### config.mk
export PLATFORM = sky130hd
export DESIGN_NAME = regfile_wb_arbiter
export DESIGN_NICKNAME = d
export VERILOG_FILES = /design/src/rtl/regwb_pkg.sv /design/src/rtl/regwb_rr_arbiter.sv /design/src/rtl/regfile_wb_arbiter.sv
export SDC_FILE = /design/constraint.sdc
export NUM_CORES = 1
export LEC_CHECK = 0
export ABC_AREA = 1
export CAP_MARGIN = 20
export CORE_ASPECT_RATIO = 1.2
export CORE_UTILIZATION = 42
export DETAILED_ROUTE_END_ITERATION = 10
export PLACE_DENSITY = 0.95
export SLEW_MARGIN = 0
export SYNTH_ARGS = -nofsm -noshare
export SYNTH_HDL_FRONTEND = slang
export SYNTH_SLANG_ARGS = --single-unit
### constraint.sdc
create_clock -name Clock -period 6.6 [get_ports Clock]
set_input_delay 0.99 -clock Clock [delete_from_list [all_inputs] [get_ports Clock]]
set_output_delay 0.99 -clock Clock [all_outputs]
set_load 0.02 [all_outputs]
### src/rtl/regwb_pkg.sv
// Shared constants for the register-file write-back path: register file geometry,
// the hard-wired zero register and the fixed requester slot assignments.
package regwb_pkg;

  localparam int REG_ADDR_W = 6;
  localparam int REG_DATA_W = 32;
  localparam int REG_COUNT  = 64;

  localparam logic [REG_ADDR_W-1:0] ZERO_REG = 6'd0;

  localparam int REQ_ALU  = 0;
  localparam int REQ_LOAD = 1;
  localparam int REQ_IO   = 2;

endpackage

### src/rtl/regwb_rr_arbiter.sv
// Combinational round-robin arbiter: scans requests starting at ptr, wrapping
// modulo NUM_REQ, and returns a one-hot grant plus its encoded index.
module regwb_rr_arbiter #(
  parameter  int NUM_REQ = 3,
  localparam int IDX_W   = $clog2(NUM_REQ)
) (
  input  logic [NUM_REQ-1:0] req,
  input  logic [IDX_W-1:0]   ptr,
  input  logic               en,
  output logic [NUM_REQ-1:0] gnt,
  output logic [IDX_W-1:0]   gnt_idx
);

  logic             found;
  logic [IDX_W:0]   sum;
  logic [IDX_W-1:0] cand;

  // NOTE: every variable written here gets a default first, so no path leaves
  // a value unassigned and no latch is inferred.
  always_comb begin
    gnt     = '0;
    gnt_idx = '0;
    found   = 1'b0;
    sum     = '0;
    cand    = '0;
    for (int i = 0; i < NUM_REQ; i++) begin
      // One extra bit holds ptr + i before the wrap back into range.
      sum = {1'b0, ptr} + (IDX_W + 1)'(i);
      if (sum >= (IDX_W + 1)'(NUM_REQ)) sum = sum - (IDX_W + 1)'(NUM_REQ);
      cand = sum[IDX_W-1:0];
      if (en && !found && req[cand]) begin
        gnt[cand] = 1'b1;
        gnt_idx   = cand;
        found     = 1'b1;
      end
    end
  end

endmodule

### src/rtl/regfile_wb_arbiter.sv
// Write-back arbiter for the register file's single write port: round-robin grant
// into a one-entry output stage. Define REGWB_SCOREBOARD_EN for the busy-bit scoreboard.
module regfile_wb_arbiter
  import regwb_pkg::*;
#(
  parameter int NUM_REQ = 3,
  parameter int DATA_W  = REG_DATA_W,
  parameter int ADDR_W  = REG_ADDR_W
) (
  input  logic                      Clock,
  input  logic                      Reset,
  input  logic [NUM_REQ-1:0]        req_valid,
  output logic [NUM_REQ-1:0]        req_ready,
  input  logic [NUM_REQ*ADDR_W-1:0] req_addr,
  input  logic [NUM_REQ*DATA_W-1:0] req_data,
  output logic                      rf_write,
  output logic [ADDR_W-1:0]         rf_addr,
  output logic [DATA_W-1:0]         rf_data,
  input  logic                      rf_ready,
  input  logic                      rsv_valid,
  input  logic [ADDR_W-1:0]         rsv_addr,
  input  logic [ADDR_W-1:0]         qry_addr_a,
  input  logic [ADDR_W-1:0]         qry_addr_b,
  output logic                      qry_busy_a,
  output logic                      qry_busy_b
);

  localparam int IDX_W = $clog2(NUM_REQ);
  localparam logic [ADDR_W-1:0] ZERO_ADDR = ADDR_W'(ZERO_REG);

  logic               out_valid_q, out_valid_d;
  logic [ADDR_W-1:0]  rf_addr_q, rf_addr_d;
  logic [DATA_W-1:0]  rf_data_q, rf_data_d;
  logic [IDX_W-1:0]   rr_ptr_q, rr_ptr_d;
  logic [NUM_REQ-1:0] gnt;
  logic [IDX_W-1:0]   gnt_idx;
  logic               stage_free, grant, commit;

  assign stage_free = !out_valid_q || rf_ready;
  assign grant      = |gnt;
  assign commit     = out_valid_q && rf_ready && (rf_addr_q != ZERO_ADDR);

  // Reset gates the enable so no requester sees a handshake that reset discards.
  regwb_rr_arbiter #(.NUM_REQ(NUM_REQ)) u_arb (
    .req     (req_valid),
    .ptr     (rr_ptr_q),
    .en      (stage_free && !Reset),
    .gnt     (gnt),
    .gnt_idx (gnt_idx)
  );

  assign req_ready = gnt;
  assign rf_write  = out_valid_q && (rf_addr_q != ZERO_ADDR);
  assign rf_addr   = rf_addr_q;
  assign rf_data   = rf_data_q;

  always_comb begin
    out_valid_d = out_valid_q;
    rf_addr_d   = rf_addr_q;
    rf_data_d   = rf_data_q;
    rr_ptr_d    = rr_ptr_q;
    if (grant) begin
      out_valid_d = 1'b1;
      for (int i = 0; i < NUM_REQ; i++) begin
        if (gnt[i]) begin
          rf_addr_d = req_addr[i*ADDR_W +: ADDR_W];
          rf_data_d = req_data[i*DATA_W +: DATA_W];
        end
      end
      rr_ptr_d = (gnt_idx == IDX_W'(NUM_REQ - 1)) ? '0 : gnt_idx + 1'b1;
    end else if (rf_ready) begin
      out_valid_d = 1'b0;
    end
  end

  // NOTE: state flops use non-blocking assignments; reset is synchronous and
  // active-high, sampled only on the rising clock edge.
  always_ff @(posedge Clock) begin
    if (Reset) begin
      out_valid_q <= 1'b0;
      rf_addr_q   <= '0;
      rf_data_q   <= '0;
      rr_ptr_q    <= '0;
    end else begin
      out_valid_q <= out_valid_d;
      rf_addr_q   <= rf_addr_d;
      rf_data_q   <= rf_data_d;
      rr_ptr_q    <= rr_ptr_d;
    end
  end

`ifdef REGWB_SCOREBOARD_EN
  logic [2**ADDR_W-1:0] busy_q, busy_d;

  // Clear is applied first so a same-cycle reservation of that address wins.
  always_comb begin
    busy_d = busy_q;
    if (commit) busy_d[rf_addr_q] = 1'b0;
    if (rsv_valid && (rsv_addr != ZERO_ADDR)) busy_d[rsv_addr] = 1'b1;
  end

  // NOTE: the busy array is reset on purpose: a reset drops the pending write,
  // so any reservation left set would stall issue forever.
  always_ff @(posedge Clock) begin
    if (Reset) busy_q <= '0;
    else       busy_q <= busy_d;
  end

  assign qry_busy_a = (qry_addr_a != ZERO_ADDR) && busy_q[qry_addr_a];
  assign qry_busy_b = (qry_addr_b != ZERO_ADDR) && busy_q[qry_addr_b];
`else
  logic unused_sb;
  assign unused_sb  = &{1'b0, rsv_valid, rsv_addr, qry_addr_a, qry_addr_b, commit};
  assign qry_busy_a = 1'b0;
  assign qry_busy_b = 1'b0;
`endif

endmodule

==> impl_metrics.tcl <==
set metrics [dict create \
    critPathKind "in2out" \
    synth_common_cells "nand2_1, nor2_1, inv_1, dfxtp_1, nand4_1" \
    yosysTopAreaCellShare 0.262 \
    synth-edff-count 0 \
    pin_count 183 \
    cts-resized-gates 0 \
    crit_start "Reset" \
    synth.most_common_cell "nand2_1" \
    numPortBuffers 161 \
    final_nets 825 \
    drtAntennaViolNets 0 \
    hold_slack_ns 0.500 \
    dieArea_um2 7810 \
    cts_buffers 5 \
    grt_pass1_vias 3919 \
    pre_cts_ws_ns 1.70 \
    slew_headroom 0.397 \
    initialDrtViolationCount 207 \
    yosysWarnings 0 \
    die_x_um 80.8 \
    dpl_cell_area_um2 4740 \
    status "finished clean" \
    cts_tree "done" \
    p_leak_nw 2.34 \
    synth_seq_cells 41 \
    viasPerCell 5.20 \
    grt_max_degree 42 \
    finalClockSkew_ns 0.00742 \
    synth_cells 543 \
    grt_usage 0.266 \
    routed_wl_um 10600 \
    start_util 0.433 \
    cp_data_arrival_time_ns 3.96 \
    area_growth_pct 53.7 \
    worst_pin_slew_ns 0.904 \
    startpoint_type "input pin" \
    firstDrtPassIters 4 \
    grt_pass1_wl_um 16600 \
    gp_congestion 0.941 \
    period_share 0.749 \
    htreeDepth 2 \
    peakVddDrop_mv 0.356 \
    fin_setup_tns_ns 0 \
    cp-end-kind "output port" \
    placed_cells 765 \
    cts_max_path_buffers 2 \
    numClockSinks 41 \
    post-synth-top-area-cell "dfxtp_1" \
    rsz0062_at_grt "no" \
    wire_per_inst_um 13.8 \
    fin_cells 771 \
    dp.final_hpwl_um 7570 \
    timing.final.hold_violations 0 \
    synth_async_sr_flop_share 0 \
    ys_seq_area_frac 0.262 \
    n_fill_cell 616 \
    route.detailed.drc 0 \
    rows 34 \
    clk_pin_slew_ns 0.07 \
    max_freq_mhz 202 \
    worst-path-max-fanout 40 \
    max_cap_violations 0 \
    period_minus_slack_ns 4.95 \
    yosys_most_used_dff "dfxtp_1" \
    core_um2 7230 \
    power_density_nw_per_um2 404 \
    cts_hold_buf 0 \
    vias 4010 \
    antenna_cells 0 \
    hold_class "reg2reg" \
    hold_start "out_valid_q$_SDFFE_PP0P_" \
    cts-root-buf "clkbuf_8" \
    die_h_um 96.6 \
    drive_gt1_frac 0.0470 \
    r2r-start "rr_ptr_q[0]$_SDFFE_PP0P_" \
    p_total_mw 1.95 \
    required_ns 5.61 \
    final_util 0.666 \
    r2r_setup_slack_ns 3.10 \
    overflow 0 \
    finalSetupViolCount 0 \
    yosysUniqueCellTypes 25 \
    synthTopCellsByArea "dfxtp_1, nand2_1, nor2_1" \
    postSynthAreaPerCell_um2 5.77 \
    final_area_um2 4810 \
    drv_slew 0 \
    antenna_found_initial 0 \
    insertion_delay_ns 0.28 \
    post-cts-setup-buffer-count 0 \
    timing.final.ws_setup_ns 1.65 \
    synth_area_um2 3130 \
]
[cells by family (layout without fill, tap and decap cells)]
family / count (synthesis) / count (layout) / synth area share
simple gates: 389 / 389 / 0.561
compound gates: 12 / 12 / 0.0208
fa+ha+maj: 4 / 4 / 0.0160
buf+inv: 96 / 233 / 0.139
other cells: 1 / 2 / 0.00120
flops: 41 / 41 / 0.262
[placed cells by master, fill, tap and decap left out]
| master | n |
|---|---|
| nand2_1 | 174 |
| clkdlybuf4s50_1 | 161 |
| nor2_1 | 116 |
| inv_1 | 50 |
| dfxtp_1 | 41 |
| nand4_1 | 40 |
| nand3b_1 | 38 |
| inv_2 | 8 |
| buf_4 | 7 |
| nand3_1 | 5 |
| nor3_1 | 5 |
| clkbuf_8 | 5 |
| o21ai_0 | 4 |
| ha_1 | 4 |
| nand3_2 | 3 |
| o21ai_1 | 3 |
| nor2_2 | 3 |
| nor2_4 | 3 |
| a21oi_1 | 3 |
| conb_1 | 2 |
| nand2_4 | 1 |
| or4_1 | 1 |
| o31ai_1 | 1 |
| o211ai_1 | 1 |
| clkinv_2 | 1 |
| buf_16 | 1 |
[critical path, stage by stage]
cell             delay, ns
clkdlybuf4s50_1       0.41
buf_4                 0.27
inv_2                 0.12
nand2_1               0.10
inv_2                 0.12
nand2_1               0.08
nor2_1                0.13
nand3_2               0.70
nand2_1               0.34
clkdlybuf4s50_1       0.67
[flip-flops by register name, summed over array words and instances (netlist names)]
name / count
rf_data: 32
rr_ptr_q: 2
out_valid_q: 1
rf_addr: 6
[power by group]
group | leakage (nW) | total (mW) | switching (mW) | internal [mW]
sequential | 0.337 | 0.445 | 0.0744 | 0.371
combinational | 1.96 | 1.35 | 0.809 | 0.543
clock | 0.0399 | 0.150 | 0.0799 | 0.0696
[layout make-up]
class / count / area (um^2) / share of cell area
Multi-Input combinational cell: 407 / 1900 / 0.394
Clock buffer: 5 / 68.8 / 0.0143
Timing Repair Buffer: 169 / 1690 / 0.351
Sequential cell: 41 / 821 / 0.170
Tap cell: 90 / 113 / 0.0234
Inverter: 58 / 218 / 0.0452
Clock inverter: 1 / 5.00 / 0.00104
[metal layers]
layer	share of wire	wire length [um]	global-route usage	vias up
met5	0	0	0	-
met4	0.044	467	0.148	0
li1	-	-	-	1963
met1	0.38	4050	0.284	1793
met3	0.087	922	0.0415	40
met2	0.49	5180	0.481	214
[final timing paths]
check,end,cells past startpoint
setup reg to reg,rf_data[7]$_SDFFE_PP0P_,15
hold reg to reg,out_valid_q$_SDFFE_PP0P_,2
hold / removal,out_valid_q$_SDFFE_PP0P_,2
setup / recovery,req_ready[1],10
(Power assumes the default switching activity.)
